`src/rtl/sparse_idx_pkg.sv`:
```
// Shared types and default widths for the sorted-index intersection engine.
package sparse_idx_pkg;

  localparam int unsigned IDX_W_DEF = 4;
  localparam int unsigned TAG_W_DEF = 8;
  localparam int unsigned CNT_W_DEF = 8;

  typedef enum logic [1:0] {
    CMP_EQ = 2'b00,
    CMP_LT = 2'b01,
    CMP_GT = 2'b10
  } cmp_code_t;

  typedef enum logic [2:0] {
    ST_IDLE    = 3'd0,
    ST_RUN     = 3'd1,
    ST_DRAIN_A = 3'd2,
    ST_DRAIN_B = 3'd3,
    ST_DONE    = 3'd4
  } isect_state_t;

  // Unsigned head compare; callers zero-extend indices up to 32 bits.
  function automatic cmp_code_t idx_cmp(input logic [31:0] a, input logic [31:0] b);
    if (a < b) return CMP_LT;
    if (a > b) return CMP_GT;
    return CMP_EQ;
  endfunction

endpackage

```
`src/rtl/sparse_idx_out_reg.sv`:
```
// Single-entry valid/ready holding register for match beats; accepts a new
// beat in the same cycle the held one is taken, so matches can stream at 1/cycle.
module sparse_idx_out_reg
  import sparse_idx_pkg::*;
#(
  parameter int unsigned IDX_W = IDX_W_DEF,
  parameter int unsigned TAG_W = TAG_W_DEF
) (
  input  logic             clk,
  input  logic             rst_n,
  input  logic             load_i,
  input  logic [IDX_W-1:0] idx_i,
  input  logic [TAG_W-1:0] tag_a_i,
  input  logic [TAG_W-1:0] tag_b_i,
  input  logic             last_i,
  input  logic             m_ready_i,
  output logic             free_o,
  output logic             m_valid_o,
  output logic [IDX_W-1:0] m_idx_o,
  output logic [TAG_W-1:0] m_tag_a_o,
  output logic [TAG_W-1:0] m_tag_b_o,
  output logic             m_last_o
);

  logic             valid_q, valid_d;
  logic [IDX_W-1:0] idx_q, idx_d;
  logic [TAG_W-1:0] tag_a_q, tag_a_d;
  logic [TAG_W-1:0] tag_b_q, tag_b_d;
  logic             last_q, last_d;

  assign free_o = !valid_q || m_ready_i;

  always_comb begin
    valid_d = valid_q;
    idx_d   = idx_q;
    tag_a_d = tag_a_q;
    tag_b_d = tag_b_q;
    last_d  = last_q;
    if (load_i) begin
      valid_d = 1'b1;
      idx_d   = idx_i;
      tag_a_d = tag_a_i;
      tag_b_d = tag_b_i;
      last_d  = last_i;
    end else if (m_ready_i) begin
      valid_d = 1'b0;
      idx_d   = '0;
      tag_a_d = '0;
      tag_b_d = '0;
      last_d  = 1'b0;
    end
  end

  always_ff @(posedge clk or negedge rst_n) begin
    if (!rst_n) begin
      valid_q <= 1'b0;
      idx_q   <= '0;
      tag_a_q <= '0;
      tag_b_q <= '0;
      last_q  <= 1'b0;
    end else begin
      valid_q <= valid_d;
      idx_q   <= idx_d;
      tag_a_q <= tag_a_d;
      tag_b_q <= tag_b_d;
      last_q  <= last_d;
    end
  end

  assign m_valid_o = valid_q;
  assign m_idx_o   = idx_q;
  assign m_tag_a_o = tag_a_q;
  assign m_tag_b_o = tag_b_q;
  assign m_last_o  = last_q;

endmodule

```
`src/rtl/sparse_idx_intersect.sv`:
```
// Streaming merge of two ascending index streams, emitting tag pairs on equal heads.
// Optional ordering checker enabled by defining SPARSE_IDX_ORDER_CHECK_EN.
module sparse_idx_intersect
  import sparse_idx_pkg::*;
#(
  parameter int unsigned IDX_W = IDX_W_DEF,
  parameter int unsigned TAG_W = TAG_W_DEF,
  parameter int unsigned CNT_W = CNT_W_DEF
) (
  input  logic             clk,
  input  logic             rst_n,
  input  logic             start,
  input  logic             a_valid,
  output logic             a_ready,
  input  logic [IDX_W-1:0] a_idx,
  input  logic [TAG_W-1:0] a_tag,
  input  logic             a_last,
  input  logic             b_valid,
  output logic             b_ready,
  input  logic [IDX_W-1:0] b_idx,
  input  logic [TAG_W-1:0] b_tag,
  input  logic             b_last,
  output logic             m_valid,
  input  logic             m_ready,
  output logic [IDX_W-1:0] m_idx,
  output logic [TAG_W-1:0] m_tag_a,
  output logic [TAG_W-1:0] m_tag_b,
  output logic             m_last,
  output logic             done,
  output logic [CNT_W-1:0] match_cnt,
  output logic             err
);

  isect_state_t     state_q;
  logic             done_q;
  logic [CNT_W-1:0] match_cnt_q;
  cmp_code_t        cmp;
  logic             out_free;
  logic             load;
  logic             a_rdy, b_rdy;
  logic             a_take, b_take;

  assign cmp = idx_cmp(32'(a_idx), 32'(b_idx));

  // Readies are combinational on the current heads so a token is consumed
  // in the same cycle its comparison is decided.
  always_comb begin
    a_rdy = 1'b0;
    b_rdy = 1'b0;
    load  = 1'b0;
    case (state_q)
      ST_RUN: begin
        if (a_valid && b_valid) begin
          case (cmp)
            CMP_LT:  a_rdy = 1'b1;
            CMP_GT:  b_rdy = 1'b1;
            default: begin
              if (out_free) begin
                a_rdy = 1'b1;
                b_rdy = 1'b1;
                load  = 1'b1;
              end
            end
          endcase
        end
      end
      ST_DRAIN_A: a_rdy = a_valid;
      ST_DRAIN_B: b_rdy = b_valid;
      default: ;
    endcase
  end

  assign a_take  = a_valid && a_rdy;
  assign b_take  = b_valid && b_rdy;
  assign a_ready = a_rdy;
  assign b_ready = b_rdy;

  always_ff @(posedge clk or negedge rst_n) begin
    if (!rst_n) begin
      state_q     <= ST_IDLE;
      done_q      <= 1'b0;
      match_cnt_q <= '0;
    end else begin
      done_q <= 1'b0;
      case (state_q)
        ST_IDLE: begin
          if (start) begin
            state_q     <= ST_RUN;
            match_cnt_q <= '0;
          end
        end
        ST_RUN: begin
          if (load) begin
            if (match_cnt_q != '1) match_cnt_q <= match_cnt_q + CNT_W'(1);
            if (a_last && b_last) state_q <= ST_DONE;
            else if (a_last)      state_q <= ST_DRAIN_B;
            else if (b_last)      state_q <= ST_DRAIN_A;
          end else if (a_take && a_last) begin
            state_q <= ST_DRAIN_B;
          end else if (b_take && b_last) begin
            state_q <= ST_DRAIN_A;
          end
        end
        ST_DRAIN_A: if (a_take && a_last) state_q <= ST_DONE;
        ST_DRAIN_B: if (b_take && b_last) state_q <= ST_DONE;
        ST_DONE: begin
          // Completion is only signalled once the final match has left.
          if (!m_valid) begin
            done_q  <= 1'b1;
            state_q <= ST_IDLE;
          end
        end
        default: state_q <= ST_IDLE;
      endcase
    end
  end

  assign done      = done_q;
  assign match_cnt = match_cnt_q;

  sparse_idx_out_reg #(
    .IDX_W (IDX_W),
    .TAG_W (TAG_W)
  ) u_out_reg (
    .clk       (clk),
    .rst_n     (rst_n),
    .load_i    (load),
    .idx_i     (a_idx),
    .tag_a_i   (a_tag),
    .tag_b_i   (b_tag),
    .last_i    (a_last | b_last),
    .m_ready_i (m_ready),
    .free_o    (out_free),
    .m_valid_o (m_valid),
    .m_idx_o   (m_idx),
    .m_tag_a_o (m_tag_a),
    .m_tag_b_o (m_tag_b),
    .m_last_o  (m_last)
  );

`ifdef SPARSE_IDX_ORDER_CHECK_EN
  logic [IDX_W-1:0] prev_a_q, prev_b_q;
  logic             seen_a_q, seen_b_q;
  logic             err_q;

  // A stream must be strictly ascending within a run; the first token of
  // each stream has nothing to compare against.
  always_ff @(posedge clk or negedge rst_n) begin
    if (!rst_n) begin
      prev_a_q <= '0;
      prev_b_q <= '0;
      seen_a_q <= 1'b0;
      seen_b_q <= 1'b0;
      err_q    <= 1'b0;
    end else if (state_q == ST_IDLE && start) begin
      seen_a_q <= 1'b0;
      seen_b_q <= 1'b0;
      err_q    <= 1'b0;
    end else begin
      if (a_take) begin
        if (seen_a_q && (a_idx <= prev_a_q)) err_q <= 1'b1;
        prev_a_q <= a_idx;
        seen_a_q <= 1'b1;
      end
      if (b_take) begin
        if (seen_b_q && (b_idx <= prev_b_q)) err_q <= 1'b1;
        prev_b_q <= b_idx;
        seen_b_q <= 1'b1;
      end
    end
  end

  assign err = err_q;
`else
  assign err = 1'b0;
`endif

endmodule

```
`config.mk`:
```
export PLATFORM = sky130hd
export DESIGN_NAME = sparse_idx_intersect
export DESIGN_NICKNAME = d
export VERILOG_FILES = /design/src/rtl/sparse_idx_pkg.sv /design/src/rtl/sparse_idx_out_reg.sv /design/src/rtl/sparse_idx_intersect.sv
export SDC_FILE = /design/constraint.sdc
export NUM_CORES = 1
export LEC_CHECK = 0
export CELL_PAD_IN_SITES_DETAIL_PLACEMENT = 1
export CELL_PAD_IN_SITES_GLOBAL_PLACEMENT = 1
export CORE_UTILIZATION = 45
export CTS_CLUSTER_DIAMETER = 100
export DETAILED_ROUTE_END_ITERATION = 6
export DONT_BUFFER_PORTS = 1
export PLACE_DENSITY_LB_ADDON = 0.2
export SLEW_MARGIN = 20
export SYNTH_ARGS = -nofsm -noshare
export SYNTH_HDL_FRONTEND = slang
export SYNTH_SLANG_ARGS = --single-unit
```
`constraint.sdc`:
```
create_clock -name clk -period 4.6 [get_ports clk]
set_input_delay 1.38 -clock clk [delete_from_list [all_inputs] [get_ports clk]]
set_output_delay 1.38 -clock clk [all_outputs]
set_load 0.1 [all_outputs]
```
==> metrics.cfg <==
[synth]
synth_top_family_by_area=simple AND/OR/NAND/NOR gates
synth_adder_area_share=0.0342
avgSynthCellArea_um2=9.02
synth_top_area_share=0.465
ys_seq_area_frac=0.465
synth-seq-cells=34
yosys.area_share.simple=0.257
yosysTopAreaCell=dfrtp_1
mappedNetlistArea_um2=1830
synth_edf_count=0
syn_nets=240
synthCells=203
ys.flop_type=dfrtp_1
async_reset_ff_frac=1.00
synth_warnings=0
synth-compound-area-share=0.183
muxShareOfSynthArea=0.0164
synthDistinctLibCells=35
synth_area_leaders=dfrtp_1 46%, o21ai_1 9.8%, nand2b_1 9.2%
synth-xor-area-share=0

[final_layout]
syn2layout_area_growth_pct=7.59
fin_nets=239
final_cell_mix=36 x o21ai_1, 34 x dfrtp_1, 30 x nand2_1
drive_gt1_frac=0.108
nFillCells=456
num_antenna_cells=0
mostFrequentLayoutCell=o21ai_1

[sta]
tightest_slew_ns=1.01
setup_slack_ns=0.542
setup_tns_ns=0
maxSlewViolCount=0
fin_crit_ns=4.06
slew-limit-headroom=0.327
fmax_mhz=246
rsz0062_at_grt=false
min_period_over_period=0.882
finalSetupViolCount=0
hold_viol_final=0
skew_ns=0.00483

[placement]
routabilityCongestion=0.755
pre_cts_ws_ns=0.524
dpl.hpwl_um=3130
io_buffers=0

[routing]
wl_per_cell_um=17.1
vias_per_cell=5.77
ant_nets=0
drt_iter0_drc=84
dr.pass1.iters=4
drc=0
vias=1448
totalWireLength_um=4290

[worst_setup_path]
slowest_stage=o21a_1
worst-r2r-setup-slack_ns=1.92
arrival_ns=2.68
worstSetupPathType=primary input to primary output
critPathMaxStageDelay_ns=0.31
path_max_fanout=6
cp-start-kind=primary input
endpoint_kind=primary output
critical_path_required_ns=3.22
worstRegToRegCells=6
r2r-end=match_cnt[3]
crit_path_cell_trace=inv_1, ha_1, a21oi_1, o21a_1, nor2_1, o21ai_2, buf_4
r2r-start=u_out_reg.m_valid_o

[die]
die_h_um=65.8
io_pins=66
die-area_um2=4330
die_x_um=65.8
core_um2=3770
rows=22
start_util=0.485

[power]
peakVddDrop_mv=0.331
p_leak_uw=0.000870
powerDensity_nw_per_um2=500

[cts]
clock_latency_ns=0.28
numCtsBuffers=5
cts_resized=0
root_buffer=clkbuf_8
clk_path_buf_depth=2
cts_sinks=34
cts_hold_buf=0
h-tree-depth=2
cts_tree=built
clkTransAtPathRegs_ns=0.07
cts_setup_buffers=0

[worst_hold_path]
min_to=done
whs_path_depth=1
hold_path_class=register to register
min_from=state_q[1]

[grt]
grt_max_degree=43
antenna_found_initial=0
grtUsageMet3=0.0552
grt_use_met2=0.360
gr-max-usage-layer=met2
overflow=0
use_met1=0.271
grtUsageTotal=0.217
first_global_vias=1506
grt_pass1_wl_um=7110

[status]
status=finished, final reports clean

[run]
cap_violations=0

==> through the flow <==
step	cells	power, µW	utilization	hold WS (ns)	instance area, µm²
floorplan	203	714	-	0.594	1840
global placement	243	756	0.498	0.673	1880
detailed placement	243	769	0.498	0.683	1880
CTS	251	992	0.522	0.700	1970
global route	251	1040	0.522	0.753	1970
finish	251	984	0.522	0.704	1970
==> Yosys cell counts (2+ instances only) <==
cell type  count
o21a_1         2
o31ai_1        2
o31ai_2        2
nand4_1        3
a21oi_1        3
nor3_1         2
buf_2          6
nand3_1        2
clkbuf_1       4
dfrtp_1       34
o21ai_0        2
nand2b_1      27
nor2_1         9
ha_1           5
and3_1         4
a31oi_1        5
mux2_4         2
o21ai_1       36
inv_1          7
nand2_1       30
or2_1          2
==> routing by layer <==
| layer | routed length (µm) | part of all wire | up-vias |
|---|---|---|---|
| met4 | 34 | 0.0079 | 0 |
| met3 | 309 | 0.072 | 4 |
| met2 | 2040 | 0.48 | 51 |
| li1 | - | - | 690 |
| met1 | 1910 | 0.44 | 703 |
| met5 | 0 | 0 | - |
==> state kept, by name (all words and copies together) (netlist names) <==
name	flops
u_out_reg.m_idx_o	4
u_out_reg.m_last_o	1
u_out_reg.m_tag_a_o	8
state_q	3
done	1
u_out_reg.m_tag_b_o	8
match_cnt	8
u_out_reg.m_valid_o	1
==> layout make-up <==
| class | instances | area (µm²) | area share |
|---|---|---|---|
| clock buffer | 7 | 86.3 | 0.0438 |
| clock inverter | 1 | 5.00 | 0.00254 |
| inverter | 7 | 26.3 | 0.0133 |
| multi-input combinational | 151 | 918 | 0.466 |
| sequential | 34 | 851 | 0.432 |
| tap | 48 | 60.1 | 0.0305 |
| timing repair buffer | 3 | 22.5 | 0.0114 |
==> worst max-delay path: cells and delay by family <==
kind,cells,cell delay (ns)
compound gates,3,0.58
buf+inv,2,0.32
simple gates,1,0.09
fa+ha+maj,1,0.30
==> how the worst max path moves through the flow <==
stage,startpoint,end,cells past startpoint
6_report,b_idx[3],a_ready,7
5_1_grt,b_idx[1],a_ready,7
4_1_cts,b_idx[3],a_ready,7
3_5_place_dp,b_idx[3],a_ready,7
3_3_place_gp,b_idx[3],a_ready,7
2_1_floorplan,b_idx[3],a_ready,6
==> report_power, final <==
group	total (µW)	switching, µW	internal, µW
combinational	290	170	120
clock	223	103	121
sequential	470	148	322
total	984	421	563
==> cells by family after synthesis <==
family | Yosys count
and+or+nand+nor | 87
adders and majority gates | 5
buffers and inverters | 18
AOI/OAI and AO/OA | 56
other | 1
muxes | 2
DFF | 34
No activity file was read; power rests on OpenSTA's default activity.
